==> src/rtl/fetch_pkg.sv <==
// Shared types and constants for the instruction fetch stage.
package fetch_pkg;

    // Fetch control state; RUN fetches, HALTED parks the PC on the HLT word.
    typedef enum logic {
        RUN    = 1'b0,
        HALTED = 1'b1
    } fetch_state_e;

    localparam logic [15:0] RESET_PC_DEFAULT    = 16'h0000;
    localparam logic [3:0]  HALT_OPCODE_DEFAULT = 4'hF;
    localparam logic [15:0] PC_INC              = 16'd2;

endpackage

==> src/rtl/if_id_reg.sv <==
// IF/ID pipeline register: instruction, its PC+2 and a valid bit.
// Priority: reset > bubble > load > hold. A bubble clears only the valid bit
// so the last real instruction word stays visible for debug.
module if_id_reg
    import fetch_pkg::*;
(
    input  logic        clk,
    input  logic        rst_n,
    input  logic        load_i,
    input  logic        bubble_i,
    input  logic [15:0] instr_i,
    input  logic [15:0] pc_plus2_i,
    output logic [15:0] instr_o,
    output logic [15:0] pc_plus2_o,
    output logic        valid_o
);

    logic [15:0] instr_q, instr_d;
    logic [15:0] pc_plus2_q, pc_plus2_d;
    logic        valid_q, valid_d;

    // Next-state selection for the load / bubble / hold controls.
    always_comb begin
        instr_d    = instr_q;
        pc_plus2_d = pc_plus2_q;
        valid_d    = valid_q;
        if (bubble_i) begin
            valid_d = 1'b0;
        end else if (load_i) begin
            instr_d    = instr_i;
            pc_plus2_d = pc_plus2_i;
            valid_d    = 1'b1;
        end
    end

    // Register update with synchronous active-low reset.
    always_ff @(posedge clk) begin
        if (!rst_n) begin
            instr_q    <= 16'h0000;
            pc_plus2_q <= 16'h0000;
            valid_q    <= 1'b0;
        end else begin
            instr_q    <= instr_d;
            pc_plus2_q <= pc_plus2_d;
            valid_q    <= valid_d;
        end
    end

    assign instr_o    = instr_q;
    assign pc_plus2_o = pc_plus2_q;
    assign valid_o    = valid_q;

endmodule

==> src/rtl/fetch_stage.sv <==
// Instruction fetch stage: PC register, RUN/HALTED control and IF/ID register.
//
// Control semantics (one place): each cycle the highest-priority condition
// wins -- reset > redirect > stall > normal. redirect loads the (even-aligned)
// target and inserts a bubble regardless of stall or state. stall freezes PC
// and IF/ID. A normal cycle in RUN reads imem at pc and latches the word
// into IF/ID; an HLT opcode is latched but parks the PC and enters HALTED.
module fetch_stage
    import fetch_pkg::*;
#(
    parameter logic [15:0] RESET_PC    = RESET_PC_DEFAULT,
    parameter logic [3:0]  HALT_OPCODE = HALT_OPCODE_DEFAULT
) (
    input  logic         clk,
    input  logic         rst_n,
    input  logic         stall,
    input  logic         redirect,
    input  logic [15:0]  redirect_pc,
    output logic [15:0]  imem_addr,
    output logic         imem_rd_en,
    input  logic [15:0]  imem_data,
    output logic [15:0]  pc,
    output logic [15:0]  if_instr,
    output logic [15:0]  if_pc_plus2,
    output logic         if_valid,
    output logic         fetch_halted,
    output fetch_state_e state_dbg_o
);

    fetch_state_e state_q, state_d;
    logic [15:0]  pc_q, pc_d;
    logic [15:0]  pc_plus2;
    logic         is_halt;
    logic         load;
    logic         bubble;
    logic         rd_en;
    logic         unused_redirect_lsb;

    assign pc_plus2            = pc_q + PC_INC;
    assign is_halt             = (imem_data[15:12] == HALT_OPCODE);
    assign unused_redirect_lsb = redirect_pc[0];

    // Next-state, next-PC and IF/ID control decode.
    always_comb begin
        state_d = state_q;
        pc_d    = pc_q;
        load    = 1'b0;
        bubble  = 1'b0;
        rd_en   = 1'b0;
        if (redirect) begin
            pc_d    = {redirect_pc[15:1], 1'b0};
            bubble  = 1'b1;
            state_d = RUN;
        end else begin
            case (state_q)
                RUN: begin
                    if (!stall) begin
                        rd_en = 1'b1;
                        load  = 1'b1;
                        if (is_halt) begin
                            state_d = HALTED;
                        end else begin
                            pc_d = pc_plus2;
                        end
                    end
                end
                HALTED: begin
                    if (!stall) begin
                        bubble = 1'b1;
                    end
                end
                default: state_d = RUN;
            endcase
        end
    end

    // PC and state registers with synchronous active-low reset.
    always_ff @(posedge clk) begin
        if (!rst_n) begin
            pc_q    <= RESET_PC;
            state_q <= RUN;
        end else begin
            pc_q    <= pc_d;
            state_q <= state_d;
        end
    end

    if_id_reg u_if_id (
        .clk        (clk),
        .rst_n      (rst_n),
        .load_i     (load),
        .bubble_i   (bubble),
        .instr_i    (imem_data),
        .pc_plus2_i (pc_plus2),
        .instr_o    (if_instr),
        .pc_plus2_o (if_pc_plus2),
        .valid_o    (if_valid)
    );

    assign pc           = pc_q;
    assign imem_addr    = pc_q;
    assign imem_rd_en   = rd_en;
    assign fetch_halted = (state_q == HALTED);
    assign state_dbg_o  = state_q;

endmodule

==> config.mk <==
export PLATFORM = sky130hd
export DESIGN_NAME = fetch_stage
export DESIGN_NICKNAME = d
export VERILOG_FILES = /design/src/rtl/fetch_pkg.sv /design/src/rtl/if_id_reg.sv /design/src/rtl/fetch_stage.sv
export SDC_FILE = /design/constraint.sdc
export NUM_CORES = 1
export LEC_CHECK = 0
export CAP_MARGIN = 30
export CORE_MARGIN = 2
export CORE_UTILIZATION = 41
export CTS_CLUSTER_SIZE = 12
export DETAILED_ROUTE_END_ITERATION = 6
export PLACE_DENSITY = 0.77
export SLEW_MARGIN = 20
export SYNTH_ARGS = -nofsm -noshare
export SYNTH_HDL_FRONTEND = slang
export SYNTH_SLANG_ARGS = --single-unit
export TNS_END_PERCENT = 50
==> constraint.sdc <==
create_clock -name clk -period 1.9 [get_ports clk]
set_input_delay 0.475 -clock clk [delete_from_list [all_inputs] [get_ports clk]]
set_output_delay 0.475 -clock clk [all_outputs]
set_load 0.1 [all_outputs]
Word level (Yosys, flattened, before mapping):

Index checks and enable logic that the tools add are counted.

* bits in registers: 50
* word-level logic and storage cells: 33
* memories: 0
* latch bits: 0
* output and inout port bits: 68
* memory bits (writable): 0
* memory bits (read-only): 0
* bits of input ports: 36

* shift-type cells: 0
* equality and inequality tests: 4
* divide/modulo/power cells: 0
* magnitude comparators: 0
* multiply operators: 0
* multiplexer cells: 12
* $add $sub $neg: 1
* reductions and logical operators: 5
* bitwise logic cells: 5

Operators by type and width (count)
* $mux 16: 4
* $add 16x2->16 const B: 1
* $mux 1: 8
* $reduce_and 3->1: 2
* $not 1->1: 5
* $eq 4x4->1 const B: 1
* $ne 2x2->1 const B: 2
* $reduce_or 2->1: 2
* $ne 2x1->1 const B: 1
* $reduce_and 2->1: 1

Longest topological paths before layout:

Gate-level depths: netlist (run 1).

* depth after elaboration: 5
* gate-level depth with buffers: 6
* mapped depth without buffers: 5

By module:

A second synthesis (run 1) with hierarchy kept.

* cell total of the unflattened synthesis: 290
* area, all modules: 2513.7 sq um

By module, submodules not included
* if_id_reg: instances 1, cells an instance 143, area each 1353.8 sq um
* fetch_stage: instances 1, cells an instance 147, area each 1159.9 sq um

Least setup slack after synthesis (run 1):

OpenSTA, ideal clock, no wires.

* kind: register to register
* start: reg pc_q[1] (netlist: imem_addr[1])
* end: reg pc_q[15] (netlist: imem_addr[15])
* required time: 1.826 ns
* buffers on the path: 0
* arrival time: 2.457 ns
* setup time: 0.074 ns
* slack: -0.632 ns
* stages on the path, launching flop included: 6
* path through: dfxtp_1 -> ha_1 -> nand3_1 -> nor4_2 -> mux2_2 -> a31oi_1

* cells in the longest elaborated chain, start to end: 5

RTL lines
* from (decl): line fetch_stage.sv:31 `logic [15:0] pc_q, pc_d;`
* from (signal assigned): line fetch_stage.sv:83 `pc_q <= pc_d;`
* $add 16x2->16: line fetch_stage.sv:39 `assign pc_plus2 = pc_q + PC_INC;`
* $mux 16: line fetch_stage.sv:60 `if (is_halt) begin`
* $mux 16: line fetch_stage.sv:57 `if (!stall) begin`
* $mux 16: line fetch_stage.sv:55 `case (state_q)`
* $mux 16: line fetch_stage.sv:50 `if (redirect) begin`

Every way passes these cells. The select of a mux whose other input is x is not followed.
A chain may end at the register's enable or synchronous reset.

Worst setup path in the final report (run 1):

* start: in stall
* end: out imem_rd_en

* cells in the longest elaborated chain, start to end: 3

RTL lines
* from (decl): line fetch_stage.sv:16 `input logic stall,`
* $mux 1: line fetch_stage.sv:57
* $mux 1: line fetch_stage.sv:55
* $mux 1: line fetch_stage.sv:50
* to (decl): line fetch_stage.sv:20 `output logic imem_rd_en,`

Every way passes these cells.

==> results of run 1 <==
## worst reg2reg max path: cells and delay by family (launching register included)
kind,cells,cell delay [ns]
AOI/OAI and AO/OA,1,0.11
muxes,1,0.38
and+or+nand+nor,2,0.58
DFF,1,0.43
adders and majority gates,1,0.20
## registers in the layout (all words and copies together), names as in the netlist
register	count
imem_addr	15
fetch_halted	1
u_if_id.pc_plus2_o	15
u_if_id.instr_o	16
u_if_id.valid_o	1
## area by class of cell
cell class	count	area share, %
Clock buffer	5	1.65
Clock inverter	3	0.540
Inverter	6	0.720
Multi-Input combinational cell	193	26.2
Sequential cell	48	23.7
Tap cell	72	2.16
Timing Repair Buffer	129	45.0
## power by group through the flow
| stage | logic [µW] | clock network (µW) | registers [µW] |
|---|---|---|---|
| after global routing | 1340 | 688 | 1160 |
| after detailed placement | 1290 | 0 | 1180 |
| after floorplan | 393 | 0 | 1560 |
| after global placement | 1270 | 0 | 1170 |
| final | 1290 | 626 | 1150 |
| after CTS | 1290 | 641 | 1150 |
## worst max-delay path by stage
| stage | cells after the start | to | from |
|---|---|---|---|
| 6_report | 4 | imem_rd_en | stall |
| 3_5_place_dp | 4 | imem_rd_en | redirect |
| 3_3_place_gp | 4 | imem_rd_en | redirect |
| 4_1_cts | 4 | imem_rd_en | stall |
| 5_1_grt | 4 | imem_rd_en | stall |
| 2_1_floorplan | 5 | imem_addr[15] | imem_addr[1] |
## cells by family after synthesis
kind of cell               after synthesis  share of synthesized area [%]
and+or+nand+nor                        104                           22.2
AOI/OAI and AO/OA                       66                           16.8
DFF                                     48                           41.9
buffers and inverters                   43                           10.8
xor gates and xnor gates                15                           5.73
muxes                                    4                           1.91
adders and majority gates                1                          0.546
other                                    1                          0.164
## per-layer routing
layer,part of all wire [%],wire (µm)
met5,0,0
met4,1.8,124
met3,11,737
met2,48,3330
met1,39,2700
## stage by stage
stage	setup TNS [ns]	cell area [µm²]	setup WS, ns	total power [µW]
after floorplan	-0.0391	2330	-0.0304	1960
after global placement	-8.46	4070	-0.346	2440
after detailed placement	-9.67	4070	-0.352	2460
after CTS	0	4170	0.0395	3090
after global routing	0	4170	0.0138	3190
final	0	4170	0.0309	3070
## synth_stat cells, types with 2 or more instances
| cell type | n |
|---|---|
| a22oi_1 | 2 |
| nor3_1 | 5 |
| a311o_1 | 2 |
| nor2_1 | 15 |
| clkbuf_1 | 11 |
| mux2_2 | 3 |
| o21ai_0 | 11 |
| nor3_2 | 2 |
| nand4_1 | 4 |
| and3_1 | 3 |
| inv_1 | 4 |
| a21oi_1 | 36 |
| nor2b_1 | 2 |
| xor2_1 | 4 |
| a31oi_1 | 4 |
| a211oi_1 | 4 |
| nor4_2 | 2 |
| o32ai_1 | 2 |
| nand3_1 | 11 |
| buf_2 | 5 |
| xnor2_1 | 11 |
| buf_4 | 19 |
| nand3b_1 | 4 |
| nand2_1 | 50 |
| dfxtp_1 | 48 |
## repair_timing
item                       CTS  global route
gates resized for setup      6             0
setup buffers                1             0
hold endpoints to repair     0             0
setup endpoints to repair    5             0
hold buffers                 0             0
==> metrics.cfg, run 1 <==
[status]
status=complete, no violations

[timing]
drv_slew=0
min_period_ns=1.87
grt_setup_unrepaired=no
setup_viol=0
hold_violations=0
fmax_ghz=0.535
period_share_pct=98.4
whs_ns=0.495
skew_ns=0.00629

[floorplan]
initial_core_util_pct=42.1
dieWidth_um=78.8
die_area_um2=6200
ios=104
die_h_um=78.8
std_cell_rows=27
core-area_um2=5440

[pwr]
p_switching_uw=1270
leakage_uw=0.00158
p_clk_share_pct=20.4
switching_share_pct=41.4
intPower_uw=1800
ir_drop_mv=0.626
p_per_area_nw_per_um2=736
seqPwrFrac_pct=37.6
power.share.combinational_pct=42.0

[setup_path]
arrival_ns=1.39
endpoint_kind=output pin
critPathTopFamily=buffers and inverters
cp_num_buf_inv=3
crit_chain=clkdlybuf4s15_1 > or3_4 > inv_8 > buf_12
r2r_cells=5
required_ns=1.42
worstPathMaxFanout=4
critPathSlowestCell=or3_4
critPathLaunchType=input port
critPathMaxStageDelay_ns=0.45
r2r-end=imem_addr[15]
regToRegSetupSlack_ns=0.12
r2r-start=imem_addr[2]
crit_type=in2out

[synthesis]
seq_area_frac_synth_pct=41.9
synthDistinctLibCells=43
yosys-top-cells-area=dfxtp_1, nand2_1, a21oi_1, buf_4, xnor2_1
postSynthCellCount=282
netlist.area_leader.share_pct=41.9
netlist_area_um2=2290
synth_top_flop_cell=dfxtp_1
avgSynthCellArea_um2=8.13
synth_edf_count=0
ys_ff_latch=48
yosysTopAreaCell=dfxtp_1
async_flop_share_pct=0
ys_warn_count=0

[routing]
routed_wl_um=6890
drc=0
viasPerCell=5.28
ant_nets=0
drt_iter0_drc=133
first_pass_iters=4
vias=2406
wl_per_cell_um=15.1

[layout]
seq_area_um2=990
utilization_pct=76.7
nets=420
multi_input_area_um2=1090
antenna_cells=0
layout_commonest_cell=buf_12
n_fill_cell=366
area_delta_synth_final_pct=81.9
stdcell_count=456
layout_common_cells=buf_12, nand2_1, a21oi_1
drive_gt1_share_pct=33.3

[min_path]
hp-start=u_if_id.instr_o[5]
hold_class=reg2reg
whs_path_depth=2
hold_end=u_if_id.instr_o[5]

[clock_network]
clock-root-buffer=clkbuf_8
cts_buffers=5
tritoncts=done
clkTransAtPathRegs_ns=0.09
clkLatencyLatePin_ns=0.31
cts_buffer_depth=2
cts_htree_levels=2
cts_num_sinks=48

[placed_design]
dp.cells=447
gp_congestion=0.792
hpwlAfterDp_um=5350
io_buffers=99

[global_route]
grtUsageMet2_pct=39.3
antenna_found_initial=0
grt_max_degree=25
groute.usage.overall_pct=23.6
grt_pass1_vias=2377
grt_pass1_wl_um=11600
grt-busiest-layer=met2
grtUsageMet1_pct=28.0
overflow=0
met3_usage_pct=9.55

[job]
max-cap-violations=0

(Power assumes the default switching activity.)
==> inputs of run 2 (changes only) <==
--- a/config.mk
+++ b/config.mk
@@ -11,6 +11,7 @@
 export CTS_CLUSTER_SIZE = 12
 export DETAILED_ROUTE_END_ITERATION = 6
 export PLACE_DENSITY = 0.77
+export SKIP_CTS_REPAIR_TIMING = 1
 export SLEW_MARGIN = 20
 export SYNTH_ARGS = -nofsm -noshare
 export SYNTH_HDL_FRONTEND = slang
==> metrics.cfg, run 2 (synthesis gave the netlist of run 1 again) <==
[status]
status=complete, no violations  ; unchanged

[layout]
utilization_pct=76.9  ; was 76.7%
antenna_cells=0  ; unchanged
drive_gt1_share_pct=33.2  ; was 33.3%
n_fill_cell=366  ; unchanged
largest_reg_flops=16  ; unchanged
nets=419  ; was 420
stdcell_count=455  ; was 456
area_delta_synth_final_pct=82.4  ; was 81.9%
layout_commonest_cell=buf_12  ; unchanged
layout_common_cells=buf_12, nand2_1, a21oi_1  ; unchanged

[min_path]
hold_class=reg2reg  ; unchanged
whs_path_depth=2  ; unchanged
hp-start=u_if_id.instr_o[5]  ; unchanged

[floorplan]
ios=104  ; unchanged
die_h_um=78.8  ; unchanged
dieWidth_um=78.8  ; unchanged
std_cell_rows=27  ; unchanged
core-area_um2=5440  ; unchanged
initial_core_util_pct=42.1  ; unchanged
die_area_um2=6200  ; unchanged

[placed_design]
place_ws_ns=-0.352  ; unchanged
hpwlAfterDp_um=5350  ; unchanged
io_buffers=99  ; unchanged
gp_congestion=0.792  ; unchanged
dp.cells=447  ; unchanged

[clock_network]
cts_htree_levels=2  ; unchanged
clkLatencyLatePin_ns=0.31  ; about the same
cts_num_sinks=48  ; unchanged
cts_buffers=5  ; unchanged
clock-root-buffer=clkbuf_8  ; unchanged
clkTransAtPathRegs_ns=0.09  ; about the same
cts_buffer_depth=2  ; unchanged
tritoncts=done  ; unchanged

[setup_path]
r2r_cells=5  ; unchanged
cp_num_buf_inv=2  ; was 3
critPathTopFamily=simple AND/OR/NAND/NOR gates  ; was buffers and inverters
endpoint_kind=output pin  ; unchanged
setup.worst_path.start=fetch_halted  ; was stall
worstPathMaxFanout=11  ; was 4
critPathLaunchType=register  ; was input port
arrival_ns=1.37  ; was 1.39 ns
critPathMaxStageDelay_ns=0.42  ; was 0.45 ns
cp.depth=3  ; was 4
required_ns=1.42  ; about the same
critPathSlowestCell=or3_4  ; unchanged
crit_chain=or3_4 > clkinv_8 > buf_16  ; was clkdlybuf4s15_1 > or3_4 > inv_8 > buf_12
r2r-start=imem_addr[2]  ; unchanged
crit_type=reg2out  ; was in2out

[timing]
min_period_ns=1.85  ; was 1.87 ns
drv_slew=0  ; unchanged
grt_setup_unrepaired=no  ; unchanged
hold_violations=0  ; unchanged
setup_viol=0  ; unchanged
fin_ws_ns=0.0512  ; was 0.0309 ns
period_share_pct=97.3  ; was 98.4%
skew_ns=0.00606  ; was 0.00629 ns
fmax_ghz=0.541  ; was 0.535 GHz

[global_route]
grt_pass1_vias=2365  ; was 2377
grt_pass1_wl_um=11500  ; was 11600 µm
overflow=0  ; unchanged
grt_max_degree=25  ; unchanged
antenna_found_initial=0  ; unchanged
groute.usage.overall_pct=23.4  ; was 23.6%

[routing]
viasPerCell=5.25  ; was 5.28
drc=0  ; unchanged
routed_wl_um=6830  ; was 6890 µm
vias=2390  ; was 2406
drt_iter0_drc=141  ; was 133
first_pass_iters=4  ; unchanged
ant_nets=0  ; unchanged
wl_per_cell_um=15.0  ; was 15.1 µm

[job]
max-cap-violations=0  ; unchanged

[pwr]
ir_drop_mv=0.668  ; was 0.626 mV
p_per_area_nw_per_um2=735  ; was 736 nW/µm²
leakage_uw=0.00160  ; was 0.00158 µW

==> run 2: metrics by stage <==
| step | total power, µW | cell area [µm²] | hold WS, ns | TNS (ns) |
|---|---|---|---|---|
| 6_report | 3070 | 4180 | 0.495 | 0 |
| 5_1_grt | 3190 | 4180 | 0.517 | 0 |
| 4_1_cts | 3080 | 4160 | 0.499 | -0.460 |
| 3_5_place_dp | 2460 | 4070 | 0.485 | -9.67 |
| 3_3_place_gp | 2440 | 4070 | 0.479 | -8.46 |
| 2_1_floorplan | 1960 | 2330 | 0.609 | -0.0391 |
==> run 2: final cells by class <==
type                            instances  area, µm²  area share (%)
Clock buffer                            5       68.8            1.65
Clock inverter                          3       22.5           0.539
Inverter                                6       35.0           0.838
Multi-Input combinational cell        193       1090            26.1
Sequential cell                        48        990            23.7
Tap cell                               72       90.1            2.15
Timing Repair Buffer                  128       1880            45.1
==> run 2: per-layer routing <==
metal / vias to the layer above / share of wire [%] / track usage [%] / routed length [µm]
li1: 1151 / - / - / -
met1: 1117 / 39 / 27.6 / 2640
met2: 112 / 49 / 38.8 / 3350
met3: 10 / 11 / 9.55 / 732
met4: 0 / 1.6 / 7.02 / 108
met5: - / 0 / 0 / 0
==> run 2: path summary, 6_finish.rpt <==
path                              to  slack [ns]
setup / recovery          imem_rd_en        0.05
hold / removal    u_if_id.instr_o[5]        0.49
setup reg to reg       imem_addr[15]        0.13
hold reg to reg   u_if_id.instr_o[5]        0.49
==> run 2: worst reg2reg max path: stages, from the launching register on <==
cell and delay [ns]:
dfxtp_4 0.43, ha_1 0.20, nand3_1 0.16, nor4_2 0.42, mux2_2 0.38, a31oi_1 0.11
==> run 2: power breakdown <==
part	total [µW]	internal [µW]	switching, µW
registers	1150	1070	86.3
clock network	628	262	365
logic	1290	471	819
